<file path="src/rtl/mem_access_stage.sv">
// Memory access stage: runs a req/ack transaction against variable-latency data
// memory, stalls upstream while it is in flight, and fills the MEM/WB register.
module mem_access_stage #(
    parameter int unsigned TIMEOUT_CYCLES = 16,
    parameter logic [31:0] ERR_RESULT     = 32'h0000_0000
) (
    input  logic        clk,
    input  logic        reset,
    input  logic [31:0] alu_result,
    input  logic [31:0] data2,
    input  logic [31:0] inst,
    input  logic [3:0]  rd,
    input  logic        rwrite,
    input  logic        select_mem,
    input  logic        we,
    input  logic        data_input_s,
    input  logic [31:0] mem_rdata,
    input  logic        mem_ack,
    output logic        mem_req,
    output logic        mem_we,
    output logic [31:0] mem_addr,
    output logic [31:0] mem_wdata,
    output logic [3:0]  mem_be,
    output logic        stall,
    output logic        mem_err,
    output logic [31:0] wb_result,
    output logic [31:0] wb_inst,
    output logic [3:0]  wb_rd,
    output logic        wb_rwrite,
    output logic        wb_valid
);

    // state  | meaning
    // IDLE   | no transaction; a memory op moves to REQ
    // REQ    | mem_req asserted, waiting for mem_ack or timeout
    // DONE   | result ready, stall released, MEM/WB written
    localparam logic [1:0] S_IDLE = 2'd0;
    localparam logic [1:0] S_REQ  = 2'd1;
    localparam logic [1:0] S_DONE = 2'd2;

    localparam logic [7:0] CNT_LAST = 8'(TIMEOUT_CYCLES - 1);

    logic [1:0]  state_q, state_d;
    logic [7:0]  cnt_q, cnt_d;
    logic [31:0] rdata_q, rdata_d;
    logic        abort_q, abort_d;
    logic        err_q, err_d;
    logic [31:0] wb_result_q, wb_result_d;
    logic [31:0] wb_inst_q, wb_inst_d;
    logic [3:0]  wb_rd_q, wb_rd_d;
    logic        wb_rwrite_q, wb_rwrite_d;
    logic        wb_valid_q, wb_valid_d;
    logic [7:0]  load_byte;
    logic [31:0] load_data;
    logic        in_req;

    assign in_req    = (state_q == S_REQ);
    assign stall     = select_mem && (state_q != S_DONE);
    assign mem_req   = in_req;
    assign mem_we    = in_req && we;
    assign mem_addr  = {alu_result[31:2], 2'b00};
    assign mem_wdata = data_input_s ? {4{data2[7:0]}} : data2;
    assign mem_be    = !in_req      ? 4'b0000 :
                       data_input_s ? (4'b0001 << alu_result[1:0]) : 4'b1111;

    always_comb begin
        state_d = state_q;
        cnt_d   = cnt_q;
        rdata_d = rdata_q;
        abort_d = abort_q;
        err_d   = err_q;
        case (state_q)
            S_IDLE: begin
                cnt_d   = 8'd0;
                abort_d = 1'b0;
                if (select_mem) state_d = S_REQ;
            end
            S_REQ: begin
                if (mem_ack) begin
                    rdata_d = mem_rdata;
                    cnt_d   = 8'd0;
                    state_d = S_DONE;
                end else if (cnt_q == CNT_LAST) begin
                    abort_d = 1'b1;
                    err_d   = 1'b1;
                    cnt_d   = 8'd0;
                    state_d = S_DONE;
                end else begin
                    cnt_d = cnt_q + 8'd1;
                end
            end
            S_DONE: begin
                abort_d = 1'b0;
                state_d = S_IDLE;
            end
            default: state_d = S_IDLE;
        endcase
    end

    always_comb begin
        case (alu_result[1:0])
            2'd0:    load_byte = rdata_q[7:0];
            2'd1:    load_byte = rdata_q[15:8];
            2'd2:    load_byte = rdata_q[23:16];
            default: load_byte = rdata_q[31:24];
        endcase
        load_data = data_input_s ? {24'h0, load_byte} : rdata_q;
    end

    // A stalled cycle inserts a bubble; result fields keep their last value.
    always_comb begin
        wb_valid_d  = 1'b0;
        wb_rwrite_d = 1'b0;
        wb_result_d = wb_result_q;
        wb_inst_d   = wb_inst_q;
        wb_rd_d     = wb_rd_q;
        if (!stall) begin
            wb_valid_d  = 1'b1;
            wb_inst_d   = inst;
            wb_rd_d     = rd;
            wb_rwrite_d = rwrite && !(select_mem && abort_q);
            if (select_mem && !we)
                wb_result_d = abort_q ? ERR_RESULT : load_data;
            else
                wb_result_d = alu_result;
        end
    end

    always_ff @(posedge clk) begin
        if (reset) begin
            state_q     <= S_IDLE;
            cnt_q       <= 8'd0;
            rdata_q     <= 32'h0;
            abort_q     <= 1'b0;
            err_q       <= 1'b0;
            wb_result_q <= 32'h0;
            wb_inst_q   <= 32'h0;
            wb_rd_q     <= 4'h0;
            wb_rwrite_q <= 1'b0;
            wb_valid_q  <= 1'b0;
        end else begin
            state_q     <= state_d;
            cnt_q       <= cnt_d;
            rdata_q     <= rdata_d;
            abort_q     <= abort_d;
            err_q       <= err_d;
            wb_result_q <= wb_result_d;
            wb_inst_q   <= wb_inst_d;
            wb_rd_q     <= wb_rd_d;
            wb_rwrite_q <= wb_rwrite_d;
            wb_valid_q  <= wb_valid_d;
        end
    end

    assign mem_err   = err_q;
    assign wb_result = wb_result_q;
    assign wb_inst   = wb_inst_q;
    assign wb_rd     = wb_rd_q;
    assign wb_rwrite = wb_rwrite_q;
    assign wb_valid  = wb_valid_q;

endmodule

</file>
<file path="config.mk">
export PLATFORM = sky130hd
export DESIGN_NAME = mem_access_stage
export DESIGN_NICKNAME = d
export VERILOG_FILES = /design/src/rtl/mem_access_stage.sv
export SDC_FILE = /design/constraint.sdc
export NUM_CORES = 1
export LEC_CHECK = 0
export CORE_MARGIN = 4
export CORE_UTILIZATION = 42
export DETAILED_ROUTE_END_ITERATION = 10
export PLACE_DENSITY = 0.86
export SYNTH_ARGS = -nofsm -noshare
export SYNTH_HDL_FRONTEND = slang
export SYNTH_SLANG_ARGS = --single-unit
</file>
<file path="constraint.sdc">
create_clock -name clk -period 4.8 [get_ports clk]
set_clock_uncertainty 0.1 [all_clocks]
set_input_delay 0.72 -clock clk [delete_from_list [all_inputs] [get_ports clk]]
set_output_delay 0.72 -clock clk [all_outputs]
set_load 0.02 [all_outputs]
</file>
==> impl_metrics.tcl, run 1 <==
set metrics [dict create \
    status "finished, final reports clean" \
    fin_crit_ps 3699 \
    core-area_um2 12060 \
    hold_class "register to register" \
    port_buffers 278 \
    postCtsSetupBuffers 0 \
    clockBufferDepth 2 \
    fin_nets 1030 \
    postRouteWirelength_um 18490 \
    synthArstFlopShare 0 \
    startpoint_type "primary input" \
    leakage_nw 3.215 \
    io_pins 281 \
    start_util 0.4294 \
    worstMarginPinSlew_ps 1149 \
    syn_to_final_growth_pct 62.26 \
    cap_viol_max_count 0 \
    synth_top_cell_by_area "dfxtp_1" \
    cts-resized-gates 0 \
    finalSetupViolCount 0 \
    vias 5627 \
    cts.sinks 114 \
    synth_cells 676 \
    antenna_left 0 \
    grt_max_degree 74 \
    seq_area_frac_synth 0.4407 \
    endpoint_kind "output port" \
    peakVddDrop_mv 0.2405 \
    final-hold-violation-count 0 \
    synth_edf_count 0 \
    grt_pass1_wl_um 28540 \
    path_clk_slew_ps 50 \
    slew_headroom 0.2339 \
    placed_area_um2 7707 \
    cts_buffers 17 \
    slew_viol_final 0 \
    setup_ws_ps 1101 \
    ys_ff_latch 114 \
    gp_congestion 0.8272 \
    drt_iter0_drc 350 \
    rsz0062_at_grt "false" \
    cts_max_level 4 \
    synth.area.top_cells "dfxtp_1 44%, nand2_1 11%, a21oi_1 7.9%" \
    clkLatencyLatePin_ps 400 \
    grt-ovfl-total 0 \
    root_buffer "clkbuf_16" \
    vias_per_cell 5.254 \
    critPathKind "primary input to output port" \
    n_antenna_cell 0 \
    grt_pass1_vias 5289 \
    dpl.hpwl_um 13340 \
    postLayoutCoreUtil 0.6967 \
    layout_worst_path_cycle_share 0.7705 \
    antenna_found_initial 0 \
    die_y_um 119.0 \
    drc_errors 0 \
    synthFlopType "dfxtp_1" \
    worst-path-max-fanout 19 \
    cts_tree "yes" \
    cts_hold_buf 0 \
    synth_top_area_share 0.4407 \
    drtPass1Iterations 6 \
    die_w_um 119.0 \
    die_area_um2 14170 \
    pre_cts_slack_ps 1175 \
    fin_tns_setup_ps 0 \
    synth.avg_cell_area_um2 7.661 \
    cp.arrival_ps 2880 \
    whs_ps 346.6 \
    ys_types 46 \
    wl_per_cell_um 17.27 \
    p_per_area_nw_per_um2 366.3 \
    required_ps 3980 \
    synth_area_um2 5179 \
    fin_area_um2 8403 \
    grt_use_total 0.2524 \
    drive_gt1_frac 0.05537 \
    clock.fmax_mhz 270.4 \
    yosysWarnings 0 \
    fp-row-count 40 \
]
-- per-layer routing --
metal  global-route usage  share of wire  vias to the layer above
li1                     -              -                     2690
met1               0.2992           0.38                     2615
met2               0.4288           0.50                      281
met5                    0              0                        -
met4              0.09703          0.030                        0
met3              0.07455          0.085                       41
-- registers in the layout (all words and copies together), names as in the netlist --
signal and count:
abort_q 1, rdata_q 32, wb_inst 32, cnt_q 8, wb_valid 1, state_q 2
wb_result 32, wb_rd 4, wb_rwrite 1, mem_err 1
-- cells in the final DEF, fill, tap and decap left out, types with 2 or more instances in the layout --
cell type,instances
a21o_1,2
a21boi_0,3
a222oi_1,3
nand3_1,6
inv_1,27
a311oi_1,2
a21oi_1,82
o21a_1,5
clkdlybuf4s50_1,277
or4_1,5
mux2_2,3
o21ai_0,26
clkbuf_8,5
and2_1,4
or3_1,2
nand3b_1,2
nand2b_1,4
a31oi_1,2
nor2b_1,3
buf_4,8
clkbuf_16,17
a311oi_2,2
a221oi_1,29
dfxtp_1,114
a22o_1,3
a211oi_1,3
clkinv_2,2
a2111oi_0,3
bufinv_16,6
nor2_1,51
nand2_1,155
conb_1,2
nor3_1,27
-- report_power, final --
| part | internal [mW] | leakage [nW] | switching (mW) | total, mW |
|---|---|---|---|---|
| combinational | 0.288 | 1.94 | 0.291 | 0.579 |
| sequential | 1.00 | 0.936 | 0.0331 | 1.03 |
| clock | 1.04 | 0.339 | 0.424 | 1.47 |
-- final cells by class --
class                   count  area [um2]
fillers                   955        3659
flip-flops and latches    114        2282
clock inverters             9       197.7
clock buffers              23       498.0
repair buffers            285        2833
inverters                  28       105.1
well taps                 168       210.2
multi-input cells         444        2277
-- path summary, 6_finish.rpt --
| path | from | to | slack, ps | cells after the start |
|---|---|---|---|---|
| hold reg to reg | wb_inst[4] | wb_inst[4] | 350 | 2 |
| setup / recovery | alu_result[0] | mem_be[2] | 1100 | 5 |
| setup reg to reg | state_q[1] | rdata_q[19] | 2420 | 5 |
| hold / removal | wb_inst[4] | wb_inst[4] | 350 | 2 |
-- cell usage after synthesis, types with 4 or more instances --
master / number
nor3_1: 27
nor2_1: 51
nand2b_1: 4
buf_1: 4
or4_1: 5
inv_1: 28
a21oi_1: 82
and2_1: 4
nand3_1: 6
o21a_1: 5
dfxtp_1: 114
o21ai_0: 26
a221oi_1: 29
buf_2: 11
buf_4: 40
clkbuf_1: 34
nand2_1: 156
-- per-stage QoR --
| stage | instances | power [mW] |
|---|---|---|
| 6_report | 1071 | 3.078 |
| 5_1_grt | 1071 | 3.193 |
| 4_1_cts | 1071 | 3.093 |
| 3_5_place_dp | 1039 | 1.630 |
| 3_3_place_gp | 1039 | 1.620 |
| 2_1_floorplan | 677 | 1.334 |
-- cell families (layout without fill, tap and decap cells) --
kind of cell / after synthesis / count (layout) / share of synthesized area
AOI/OAI and AO/OA: 169 / 169 / 0.2063
adders and majority gates: 1 / 1 / 0.002416
buffers and inverters: 119 / 345 / 0.1208
DFF: 114 / 114 / 0.4407
muxes: 4 / 4 / 0.008456
other: 1 / 2 / 0.0007241
and+or+nand+nor: 268 / 268 / 0.2206
-- critical path: stages --
cell and delay (ps):
clkdlybuf4s50_1 760, nor2b_1 400, inv_1 90, a21oi_1 250, clkdlybuf4s50_1 660
No activity file was read; power rests on OpenSTA's default activity.
==> run 2, diff against run 1 <==
Settings changed: CORE_UTILIZATION 42 to 39, PLACE_DENSITY 0.86 to 0.8.
Clock period 4.8 ns to 3.9 ns, I/O delays scaled along.
==> run 2 against run 1 <==
  * Via count fell by 2.1%
  * Count of clock-buffer cells in the layout increased by 1
  * Largest cell class unchanged
  * Power is 11% higher
  * Die area up 7.2%
==> impl_metrics.tcl, run 2 (synthesized netlist as in run 1, its figures left out) <==
set metrics [dict create \
    cts_max_level 4 \
    crit_path_start "data_input_s" \
    cts_tree "yes" \
    cts-resized-gates 0 \
    finalNonFillerCells 1075 \
    clkLatencyLatePin_ps 400 \
    grt_util_met1 0.2606 \
    dpl.hpwl_um 13550 \
    grt_pass1_vias 5090 \
    io_pins 281 \
    fp-row-count 41 \
    peakVddDrop_mv 0.2557 \
    p_per_area_nw_per_um2 413.4 \
    clock_power_share 0.422 \
    swShare 0.2604 \
    die_y_um 123.2 \
    core-area_um2 12820 \
    fin_crit_ps 3245 \
    antenna_left 0 \
    whs_endpoint "wb_inst[30]" \
    placed_area_um2 7735 \
    grt_use_total 0.2271 \
    clock.fmax_mhz 308.2 \
    worst-path-max-fanout 16 \
    endpoint_kind "output port" \
    status "finished, final reports clean" \
    path_cells "clkdlybuf4s50_1 -> buf_4 -> o21ai_2 -> and2_1 -> clkdlybuf4s50_1" \
    hold_depth 2 \
    start_util 0.4038 \
    reg2reg_depth 5 \
    drtPass1Iterations 5 \
    grt_max_degree 88 \
    drc_errors 0 \
    seqCellArea_um2 2282 \
    root_buffer "clkbuf_16" \
    slew_viol_final 0 \
    multiInputGateArea_um2 2277 \
    syn_to_final_growth_pct 60.06 \
    wl_per_cell_um 16.89 \
    hold_class "register to register" \
    min_from "wb_inst[30]" \
    startpoint_type "primary input" \
    rrSetupSlack_ps 1470 \
    final-hold-violation-count 0 \
    grt.met2_usage 0.4030 \
    layout_commonest_cell "clkdlybuf4s50_1" \
    pwr-share-comb 0.207 \
    fin_tns_setup_ps 0 \
    fin_area_um2 8289 \
    p_total_mw 3.427 \
    r2r-end "rdata_q[29]" \
    vias 5510 \
    cell_internal_pwr_mw 2.534 \
    cts_buffers 17 \
    cap_viol_max_count 0 \
    cp.arrival_ps 2560 \
    use_met3 0.07640 \
    top_usage_layer "met2" \
    port_buffers 278 \
    n_antenna_cell 0 \
    layout_common_cells "277 x clkdlybuf4s50_1, 155 x nand2_1, 114 x dfxtp_1" \
    cp_common_cell "clkdlybuf4s50_1" \
    switchingPower_uw 892.1 \
    slowest_delay_ps 750 \
    grt-ovfl-total 0 \
    seqPwrFrac 0.371 \
    vias_per_cell 5.126 \
    layout_worst_path_cycle_share 0.8320 \
    fin_nets 1033 \
    critPathKind "primary input to output port" \
    num-fill-cells 1135 \
    path_clk_slew_ps 50 \
    r2r-start "state_q[1]" \
    slew_headroom 0.2964 \
    leakage_nw 3.165 \
    clockBufferDepth 2 \
    drt_iter0_drc 286 \
    slowest_stage "clkdlybuf4s50_1" \
    gp_congestion 0.8778 \
    postCtsSetupBuffers 0 \
    worstMarginPinSlew_ps 1053 \
    rsz0062_at_grt "false" \
    cts_hold_buf 0 \
    grt_pass1_wl_um 26720 \
    dp_cells 1046 \
    cts.sinks 114 \
    finalSetupViolCount 0 \
    die_area_um2 15190 \
    drive_gt1_frac 0.05426 \
    die_w_um 123.2 \
    antenna_found_initial 1 \
    postRouteWirelength_um 18160 \
    required_ps 3210 \
]
run 2: final cells by class:
cell class                      count  area share
Clock buffer                       24     0.06053
Clock inverter                      5    0.006340
Inverter                           28     0.01268
Multi-Input combinational cell    444      0.2747
Sequential cell                   114      0.2753
Tap cell                          172     0.02596
Timing Repair Buffer              288      0.3445
run 2: worst max-delay path, delay by kind of cell:
family	cells	cell delay [ps]
AOI/OAI and AO/OA	1	160
buffers and inverters	3	1600
and+or+nand+nor	1	200
run 2: routing by layer:
layer	vias up	wire, um
met3	16	1845
met1	2567	6866
met2	231	9204
met4	2	232
li1	2694	-
met5	-	11
run 2: per-stage QoR:
step | worst slack (ps) | util | hold slack, ps
after global placement | 689.0 | 0.6031 | 337.3
after floorplan | 1473 | - | 335.7
after CTS | 669.2 | 0.6463 | 349.0
after global routing | 581.3 | 0.6463 | 362.8
final | 655.1 | 0.6463 | 345.3
after detailed placement | 679.9 | 0.6031 | 343.6
run 2: power by group through the flow:
stage / combinational [mW] / sequential, mW / clock [mW]
2_1_floorplan: 0.292 / 1.35 / 0
3_3_place_gp: 0.706 / 1.29 / 0
3_5_place_dp: 0.711 / 1.29 / 0
4_1_cts: 0.714 / 1.27 / 1.46
5_1_grt: 0.757 / 1.28 / 1.52
6_report: 0.709 / 1.27 / 1.45
run 2: worst max path at each step:
stage                     depth (start not counted)            end  slack (ps)
after floorplan                                   5  mem_wdata[12]        1470
after global placement                            5      mem_be[0]         690
after detailed placement                          5      mem_be[0]         680
after CTS                                         5      mem_be[0]         670
after global routing                              5      mem_be[0]         580
final                                             5      mem_be[0]         660
==> run 3, diff against run 2 <==
Clock period 3.9 ns to 3.1 ns, I/O delays scaled along.
==> run 3 against run 2 <==
  * First-iteration DRC count is 1.4% lower
  * Core utilization is 0.60 points higher
  * Power up 29%
  * Non-clock buffer count increased by 5
  * Worst hold slack improved by 1.0 ps
  * Setup slack worse by 410 ps
  * Combinational power grew 27%
  * Largest power group unchanged
  * Highest routed layer is now met4
==> impl_metrics.tcl, run 3 (synthesized netlist as in run 1, its figures left out) <==
set metrics [dict create \
    finalSetupViolCount 0 \
    clockBufferDepth 2 \
    core-area_um2 12820 \
    vias_per_cell 5.085 \
    rsz0062_at_grt "false" \
    leakage_nw 3.209 \
    hold_depth 2 \
    seqCellArea_um2 2282 \
    endpoint_kind "output port" \
    wl_per_cell_um 17.08 \
    peakVddDrop_mv 0.3120 \
    die_w_um 123.2 \
    cts_buffers 17 \
    n_antenna_cell 0 \
    dpl.hpwl_um 13490 \
    die_area_um2 15190 \
    io_pins 281 \
    fin_tns_setup_ps 0 \
    cap_viol_max_count 0 \
    path_clk_slew_ps 50 \
    slowest_delay_ps 570 \
    cts-resized-gates 0 \
    antenna_found_initial 0 \
    cts_tree "yes" \
    cts_max_level 4 \
    drive_gt1_frac 0.05941 \
    num-fill-cells 1134 \
    postCtsSetupBuffers 0 \
    gp_congestion 0.8642 \
    postRouteWirelength_um 18460 \
    fp-row-count 41 \
    layout_commonest_cell "clkdlybuf4s50_1" \
    grt-ovfl-total 0 \
    layout_common_cells "277 x clkdlybuf4s50_1, 155 x nand2_1, 114 x dfxtp_1" \
    required_ps 2530 \
    p_per_area_nw_per_um2 528.0 \
    vias 5497 \
    slew_viol_final 0 \
    drtPass1Iterations 5 \
    clock.fmax_mhz 350.4 \
    fin_crit_ps 2854 \
    status "finished, final reports clean" \
    drt_iter0_drc 282 \
    startpoint_type "register" \
    die_y_um 123.2 \
    multiInputGateArea_um2 2277 \
    slew_headroom 0.4768 \
    worst-path-max-fanout 12 \
    reg2reg_depth 6 \
    critPathKind "register to output port" \
    fin_nets 1038 \
    grt_pass1_vias 5136 \
    clkLatencyLatePin_ps 410 \
    grt_pass1_wl_um 27140 \
    swShare 0.2577 \
    clock_power_share 0.433 \
    antenna_left 0 \
    port_buffers 278 \
    drc_errors 0 \
    layout_worst_path_cycle_share 0.9205 \
    hold_class "register to register" \
    cts_hold_buf 0 \
    postLayoutCoreUtil 0.6523 \
    start_util 0.4038 \
    switchingPower_mw 1.138 \
    worstMarginPinSlew_ps 784.8 \
    slowest_stage "dfxtp_1" \
    grt_use_total 0.2331 \
    root_buffer "clkbuf_16" \
    cell_internal_pwr_mw 3.279 \
    cts.sinks 114 \
    final-hold-violation-count 0 \
    path_cells "nand2b_1 -> inv_1 -> and2_1 -> clkdlybuf4s50_1" \
    seqPwrFrac 0.363 \
    grt_max_degree 74 \
    p_total_mw 4.417 \
    syn_to_final_growth_pct 61.54 \
    cp.arrival_ps 2290 \
    pwr-share-comb 0.204 \
]
==> run 3: worst paths after layout <==
path                   start     endpoint  slack [ps]
setup / recovery  state_q[1]       mem_we         250
hold / removal    wb_inst[8]   wb_inst[8]         350
hold reg to reg   wb_inst[8]   wb_inst[8]         350
setup reg to reg  state_q[1]  rdata_q[31]         840
==> run 3: final cells by class <==
| cell class | count | area share |
|---|---|---|
| well taps | 172 | 0.02573 |
| repair buffers | 293 | 0.3473 |
| inverters | 28 | 0.01256 |
| multi-input cells | 444 | 0.2722 |
| clock inverters | 5 | 0.008974 |
| flip-flops and latches | 114 | 0.2728 |
| clock buffers | 25 | 0.06042 |
==> run 3: worst max-delay path: cells and delay by family, from the launching register on <==
family,cells,cell delay (ps)
buffers and inverters,2,710
and+or+nand+nor,2,580
DFF,1,570
==> run 3: per-layer routing <==
metal  part of all wire  up-vias  GRT usage  wire length (um)
li1                   -     2716          -                 -
met1               0.38     2510     0.2712              7022
met2               0.51      244     0.4088              9327
met3              0.095       27    0.06953              1752
met4              0.020        0    0.07682               361
met5                  0        -          0                 0
==> run 3: stage by stage <==
stage / worst slack (ps) / instances / hold WS (ps) / area, um2
finish: 246.3 / 1081 / 346.3 / 8366
global route: 181.5 / 1081 / 364.1 / 8366
CTS: 289.6 / 1081 / 350.5 / 8366
detailed placement: 393.9 / 1051 / 343.3 / 7785
global placement: 414.3 / 1051 / 337.0 / 7785
floorplan: 913.0 / 677 / 335.7 / 5182
==> run 3: power by group through the flow <==
stage	Sequential (mW)	Clock (mW)	Combinational (mW)
finish	1.60	1.91	0.901
global route	1.61	2.01	0.962
CTS	1.60	1.94	0.906
detailed placement	1.63	0	0.900
global placement	1.63	0	0.895
floorplan	1.70	0	0.368
